**src/rtl/imem_loader.sv**
```systemverilog
// Byte-stream program loader for the instruction memory: assembles big-endian words
// and writes them while holding the CPU in reset. Optional trailing XOR byte: IMEM_LOADER_CHECKSUM_EN.
module imem_loader #(
    parameter int DEPTH = 64
) (
    input  logic        clk,
    input  logic        clrn,
    input  logic        start,
    input  logic [7:0]  rx_data,
    input  logic        rx_valid,
    output logic        rx_ready,
    output logic [31:0] ram_a,
    output logic [31:0] d_t_ram,
    output logic        wram,
    output logic        cpu_hold,
    output logic        busy,
    output logic        done,
    output logic        err
);

    localparam int IW = (DEPTH > 1) ? $clog2(DEPTH) : 1;

    typedef enum logic [2:0] {
        S_IDLE  = 3'd0,
        S_HDR   = 3'd1,
        S_DATA  = 3'd2,
        S_WRITE = 3'd3,
        S_CSUM  = 3'd4,
        S_DONE  = 3'd5
    } state_t;

    state_t         r_state;
    state_t         w_next;
    logic [IW-1:0]  r_idx;
    logic [IW-1:0]  r_last;
    logic [1:0]     r_bcnt;
    logic [23:0]    r_word;
    logic [31:0]    r_ram_a;
    logic [31:0]    r_d_t_ram;
    logic           w_hs;
    logic           w_hdr_full;
`ifdef IMEM_LOADER_CHECKSUM_EN
    logic [7:0]     r_xor;
    logic           r_err;
`endif

    // Control outputs are pure decodes of the registered state.
    assign rx_ready = (r_state == S_HDR) || (r_state == S_DATA) || (r_state == S_CSUM);
    assign wram     = (r_state == S_WRITE);
    assign busy     = (r_state != S_IDLE) && (r_state != S_DONE);
    assign cpu_hold = busy;
    assign done     = (r_state == S_DONE);
    assign ram_a    = r_ram_a;
    assign d_t_ram  = r_d_t_ram;
    assign w_hs     = rx_valid && rx_ready;
    // A zero header or any count beyond the memory loads the whole memory.
    assign w_hdr_full = (rx_data == 8'd0) || ({1'b0, rx_data} > 9'(DEPTH));
`ifdef IMEM_LOADER_CHECKSUM_EN
    assign err = r_err;
`else
    assign err = 1'b0;
`endif

    // State register.
    always_ff @(posedge clk) begin
        if (!clrn) begin
            r_state <= S_IDLE;
        end else begin
            r_state <= w_next;
        end
    end

    // Next-state decode.
    always_comb begin
        w_next = r_state;
        case (r_state)
            S_IDLE:  w_next = start ? S_HDR : S_IDLE;
            S_HDR:   w_next = w_hs ? S_DATA : S_HDR;
            S_DATA:  w_next = (w_hs && (r_bcnt == 2'd3)) ? S_WRITE : S_DATA;
`ifdef IMEM_LOADER_CHECKSUM_EN
            S_WRITE: w_next = (r_idx == r_last) ? S_CSUM : S_DATA;
            S_CSUM:  w_next = w_hs ? S_DONE : S_CSUM;
`else
            S_WRITE: w_next = (r_idx == r_last) ? S_DONE : S_DATA;
`endif
            S_DONE:  w_next = start ? S_HDR : S_DONE;
            default: w_next = S_IDLE;
        endcase
    end

    // Datapath: header latch, byte assembly, write address/data capture, checksum.
    always_ff @(posedge clk) begin
        if (!clrn) begin
            r_idx     <= '0;
            r_last    <= '0;
            r_bcnt    <= 2'd0;
            r_word    <= 24'd0;
            r_ram_a   <= 32'd0;
            r_d_t_ram <= 32'd0;
`ifdef IMEM_LOADER_CHECKSUM_EN
            r_xor     <= 8'd0;
            r_err     <= 1'b0;
`endif
        end else begin
            case (r_state)
                S_HDR: begin
                    if (w_hs) begin
                        r_last <= w_hdr_full ? IW'(DEPTH - 1) : IW'(rx_data - 8'd1);
                        r_idx  <= '0;
                        r_bcnt <= 2'd0;
`ifdef IMEM_LOADER_CHECKSUM_EN
                        r_xor  <= 8'd0;
`endif
                    end
                end
                S_DATA: begin
                    if (w_hs) begin
                        r_word <= {r_word[15:0], rx_data};
                        r_bcnt <= r_bcnt + 2'd1;
`ifdef IMEM_LOADER_CHECKSUM_EN
                        r_xor  <= r_xor ^ rx_data;
`endif
                        // Address/data are captured with the 4th byte so they are valid in WRITE.
                        if (r_bcnt == 2'd3) begin
                            r_ram_a   <= {{(30 - IW){1'b0}}, r_idx, 2'b00};
                            r_d_t_ram <= {r_word, rx_data};
                        end
                    end
                end
                S_WRITE: begin
                    r_idx <= r_idx + IW'(1);
                end
`ifdef IMEM_LOADER_CHECKSUM_EN
                S_CSUM: begin
                    if (w_hs) begin
                        r_err <= (rx_data != r_xor);
                    end
                end
                S_IDLE, S_DONE: begin
                    if (start) begin
                        r_err <= 1'b0;
                    end
                end
`endif
                default: begin
                end
            endcase
        end
    end

endmodule
```
**config.mk**
```make
export PLATFORM = sky130hd
export DESIGN_NAME = imem_loader
export DESIGN_NICKNAME = d
export VERILOG_FILES = /design/src/rtl/imem_loader.sv
export SDC_FILE = /design/constraint.sdc
export NUM_CORES = 1
export LEC_CHECK = 0
export CORE_ASPECT_RATIO = 1.75
export CORE_MARGIN = 2
export CORE_UTILIZATION = 54
export DETAILED_ROUTE_END_ITERATION = 10
export PLACE_DENSITY = 0.85
export REMOVE_ABC_BUFFERS = 1
export SLEW_MARGIN = 30
export SYNTH_ARGS = -nofsm -noshare
export SYNTH_HDL_FRONTEND = slang
export SYNTH_SLANG_ARGS = --single-unit
```
**constraint.sdc**
```tcl
create_clock -name clk -period 2.8 [get_ports clk]
set_input_delay 0.84 -clock clk [delete_from_list [all_inputs] [get_ports clk]]
set_output_delay 0.84 -clock clk [all_outputs]
set_load 0.05 [all_outputs]
```
==> impl_metrics.yaml <==
critical_path:
  r2r_cells: 5
  r2r-end: "d_t_ram[7]$_SDFFE_PN0P_"
  crit_required_ps: 1960
  reg2reg_slack_ps: 1160
  critPathKind: "flop to output pin"
  timing.rr.start: "r_state[0]$_SDFF_PN0_"
  worst_setup_path_end_kind: "output pin"
  worstPathMaxFanout: 13
  start_kind: "flop"
  cp.arrival_ps: 1550
synthesis:
  synth.distinct_cells: 43
  synth.most_common_cell: "nand2_1"
  async_reset_ff_frac: 0
  ys_seq_area_frac: 0.435
  synth_common_cells: "nand2_1 (133), dfxtp_1 (79), a21boi_0 (43)"
  ys_warn_count: 0
  yosysTopAreaCell: "dfxtp_1"
  synth_cells: 422
  synth_edf_count: 0
  synth_top_area_frac: 0.435
  synth_top_flop_cell: "dfxtp_1"
  yosys-top-cells-area: "dfxtp_1 (44%), nand2_1 (14%), a21boi_0 (8.9%), buf_4 (7.0%), a21boi_2 (6.2%)"
  syn_area_um2: 3630
  synth.avg_cell_area_um2: 8.61
  ys_seq_elements: 79
clock_network:
  numCtsBuffers: 9
  htreeDepth: 3
  clockBufferDepth: 2
  cts_tree: "built"
  clock_sinks: 79
  clk_latency_ps: 330
  postCtsSetupBuffers: 0
  cts-root-buf: "clkbuf_16"
  clkTransAtPathRegs_ps: 50
timing:
  slew_headroom: 0.622
  fmax_ghz: 0.418
  fin_setup_tns_ps: 0
  finalHoldViolations: 0
  rsz0062_at_grt: "no"
  setup_viol: 0
  skew_ps: 3.07
  maxSlewViolCount: 0
  worstMarginPinSlew_ps: 566
  period_share: 0.854
  fin_crit_ps: 2390
detailed_routing:
  finalWirelength_um: 7170
  drc: 0
  drtPass1Iterations: 4
  vias: 2867
  dr.first_iter.drc_count: 107
  viasPerCell: 5.19
  ant_nets: 0
  routedWlPerCell_um: 13.0
place:
  numPortBuffers: 54
  gp_congestion: 0.795
  place_hpwl_um: 4930
pwr:
  cellPowerDensity_nw_per_um2: 567
  vdd_drop_max_uv: 443
  total_power_mw: 2.45
  leakagePower_nw: 1.59
global_route:
  grt_usage: 0.210
  grt_max_degree: 43
  overflow: 0
  grt_antenna_before_repair: 0
  grt_pass1_vias: 2806
  grt_pass1_wl_um: 12200
floorplan:
  die_height_um: 113
  start_util: 0.556
  die_area_um2: 7430
  coreArea_um2: 6540
  die_w_um: 66.0
  io-pin-count: 82
  rows: 39
hold_path:
  min-delay-start: "r_word[18]$_SDFFE_PN0P_"
  hold_end: "d_t_ram[26]$_SDFFE_PN0P_"
  worstHoldPathCells: 2
  min_path_type: "flop to flop"
flow_run:
  maxCapViolations: 0
status:
  status: "completed"
layout:
  area_delta_synth_final_pct: 19.0
  drive_gt1_frac: 0.104
  antenna_cells: 0
  fin_nets: 483
  nFillCells: 556
-- cell families (layout without fill, tap and decap cells) --
kind of cell / after synthesis / after routing / synth area share
xor gates and xnor gates: 11 / 11 / 0.0265
and+or+nand+nor: 174 / 174 / 0.209
DFF: 79 / 79 / 0.435
muxes: 2 / 2 / 0.00585
buffers and inverters: 57 / 79 / 0.105
AOI/OAI and AO/OA: 94 / 94 / 0.204
other: 1 / 27 / 0.00103
adders and majority gates: 4 / 4 / 0.0138
-- state kept, by name, summed over array words and instances (netlist names) --
name and flops:
r_word 24, ram_a 6, r_last 6, r_bcnt 2, r_state 3, d_t_ram 32, r_idx 6
-- stage by stage --
stage / hold WS, ps / std cells / area (um2) / util / setup slack, ps
6_report: 458 / 552 / 4320 / 0.661 / 409
5_1_grt: 482 / 552 / 4320 / 0.661 / 323
4_1_cts: 463 / 552 / 4320 / 0.660 / 14.1
3_5_place_dp: 456 / 538 / 4050 / 0.620 / 256
3_3_place_gp: 448 / 538 / 4050 / 0.620 / 302
2_1_floorplan: 441 / 394 / 3360 / - / 291
-- layer usage --
layer	up-vias	global-route usage	wire length (um)
met3	20	0.0451	333
met1	1329	0.218	2690
met5	-	0	0
met2	95	0.372	3880
li1	1423	-	-
met4	0	0.128	258
-- critical path: stages (launching register included) --
cell and delay (ps):
dfxtp_1 570, xnor2_1 120, nand2b_1 100, dlymetal6s2s_1 430
-- final cells by class --
class	count	area, um2	area share
Multi-Input combinational cell	312	1770	0.409
Sequential cell	79	1580	0.366
Timing Repair Buffer	62	593	0.137
Clock buffer	13	260	0.0602
Tap cell	82	103	0.0237
Inverter	3	11.3	0.00260
Clock inverter	1	5.00	0.00116
-- where the power goes --
group | internal, mW | leakage (nW) | switching, mW
Clock | 0.637 | 0.132 | 0.414
Combinational | 0.0733 | 0.818 | 0.177
Sequential | 1.14 | 0.637 | 0.0144
-- layout by cell type (no fill, tap or decap), types with 2 or more instances in the layout --
master | Yosys | final
a21boi_0 | 43 | 43
a21boi_2 | 20 | 20
a21oi_1 | 7 | 7
a31oi_1 | 7 | 7
and2_1 | 4 | 4
buf_4 | 34 | 11
clkbuf_1 | 10 | 2
clkbuf_16 | 0 | 9
clkbuf_8 | 0 | 2
clkdlybuf4s50_1 | 0 | 48
conb_1 | 1 | 27
dfxtp_1 | 79 | 79
dlymetal6s2s_1 | 0 | 2
ha_1 | 4 | 4
inv_1 | 3 | 3
nand2_1 | 133 | 133
nand2b_1 | 4 | 4
nand3_1 | 5 | 5
nand4bb_1 | 2 | 2
nor2_1 | 8 | 8
nor2b_1 | 7 | 7
nor3_1 | 2 | 2
o21a_1 | 2 | 2
o21ai_0 | 8 | 8
xnor2_1 | 4 | 4
xor2_1 | 7 | 7
-- how the worst max path moves through the flow --
stage / from / to / depth (start not counted)
after floorplan: rx_valid / d_t_ram[11]$_SDFFE_PN0P_ / 4
after global placement: rx_data[0] / r_last[1]$_SDFFE_PN0P_ / 6
after detailed placement: rx_data[0] / r_last[3]$_SDFFE_PN0P_ / 6
after CTS: r_state[0]$_SDFF_PN0_ / busy / 3
after global routing: r_state[0]$_SDFF_PN0_ / wram / 3
final: r_state[0]$_SDFF_PN0_ / busy / 3
-- timing repair --
action,in CTS,in global routing
hold buffers,0,0
gates resized for setup,0,2
setup endpoints to repair,0,2
No activity file was read; power rests on OpenSTA's default activity.
==> variant, RTL diff (same flow settings) <==
Set the parameter `DEPTH` to 32 (it was 64).
--- a/src/rtl/imem_loader.sv
+++ b/src/rtl/imem_loader.sv
@@ -1,7 +1,7 @@
 // Byte-stream program loader for the instruction memory: assembles big-endian words
 // and writes them while holding the CPU in reset. Optional trailing XOR byte: IMEM_LOADER_CHECKSUM_EN.
 module imem_loader #(
-    parameter int DEPTH = 64
+    parameter int DEPTH = 32
 ) (
     input  logic        clk,
     input  logic        clrn,
Function: same outputs for any inputs over 10 cycles, from zero or initial values; that may be too few to reach the edited logic, so the function may still have changed.
==> variant against the unedited design <==
  * Design area fell by 6.8%
  * Sequential power shrank 3%
  * Area after synthesis is 6.6% lower
  * Sequential cell count fell by 3
  * Routed wire length decreased by 10%
  * Via count down 7.0%
  * Worst setup slack worse by 0.13 ns
  * Power decreased by 11%
  * Fmax down 5.0%
  * Clock power fell by 21%
  * Largest power group unchanged
==> variant: results <==
set metrics [dict create \
    status "finished clean" \
    synth-adder-area-share 0.01474 \
    met2_usage 0.3445 \
    place_hpwl_um 4609 \
    dpl_cell_area_um2 3832 \
    gr-usage-met1 0.2145 \
    io_buffers 53 \
    grt_pass1_wl_um 10720 \
    wl_met2_um 3353 \
    via_per_inst 4.972 \
    dp_cells 520 \
    cp_data_arrival_time_ns 1.68 \
    use_met3 0.04850 \
    grtUsageTotal 0.1976 \
    synth_xor_area_frac 0.02580 \
    drt-initial-drc-count 150 \
    grt_max_degree 38 \
    tightest_slew_ns 0.5029 \
    area_growth_pct 18.69 \
    drive_gt1_frac 0.1579 \
    seq_cell_power_uw 1110 \
    synthCells 404 \
    clkTransAtPathRegs_ns 0.07 \
    crit_fanout 10 \
    wl_met3_um 242 \
    ir_worst_vdd_v 0.0003131 \
    synth_common_cells "117 x nand2_1, 76 x dfxtp_1, 48 x a21oi_1" \
    layout.nets 467 \
    finalPower_uw 2182 \
    synth.distinct_cells 37 \
    wl_per_cell_um 12.01 \
    switchingPower_uw 564.3 \
    synthTopCellsByArea "dfxtp_1 45%, nand2_1 13%, a21oi_2 7.7%" \
    skew_ns 0.01055 \
    slowest_delay_ns 0.59 \
    root_buffer "clkbuf_8" \
    synth-compound-area-share 0.1769 \
    muxShareOfSynthArea 0 \
    ys_seq_area_frac 0.4482 \
    met1_length_um 2645 \
    synthArstFlopShare 0 \
    instances_no_fill 536 \
]
variant: changes by cell type after synthesis, moves of 10 or more:
| cell | delta |
|---|---|
| a21oi_1 | +41 |
| a21boi_2 | -20 |
| a21boi_0 | -43 |
| nand2_2 | +10 |
| nand2_1 | -16 |
| a21oi_2 | +30 |
variant: final timing paths:
kind              start     endpoint  depth (start not counted)  slack (ns)
max reg2reg  r_state[1]     ram_a[5]                          4        0.96
max          r_state[0]     rx_ready                          4        0.28
min reg2reg  r_word[23]  d_t_ram[31]                          2        0.46
min          r_word[23]  d_t_ram[31]                          2        0.46
variant: cell type report:
cell class / count / area share
Sequential cell: 76 / 0.3776
Inverter: 7 / 0.006522
Clock inverter: 1 / 0.007453
Tap cell: 80 / 0.02484
Timing Repair Buffer: 63 / 0.1534
Clock buffer: 15 / 0.04130
Multi-Input combinational cell: 294 / 0.3888
variant: worst min-delay path: stages, from the launching register on:
cell	delay (ns)
dfxtp_1	0.32
nand2_2	0.06
a21oi_2	0.04
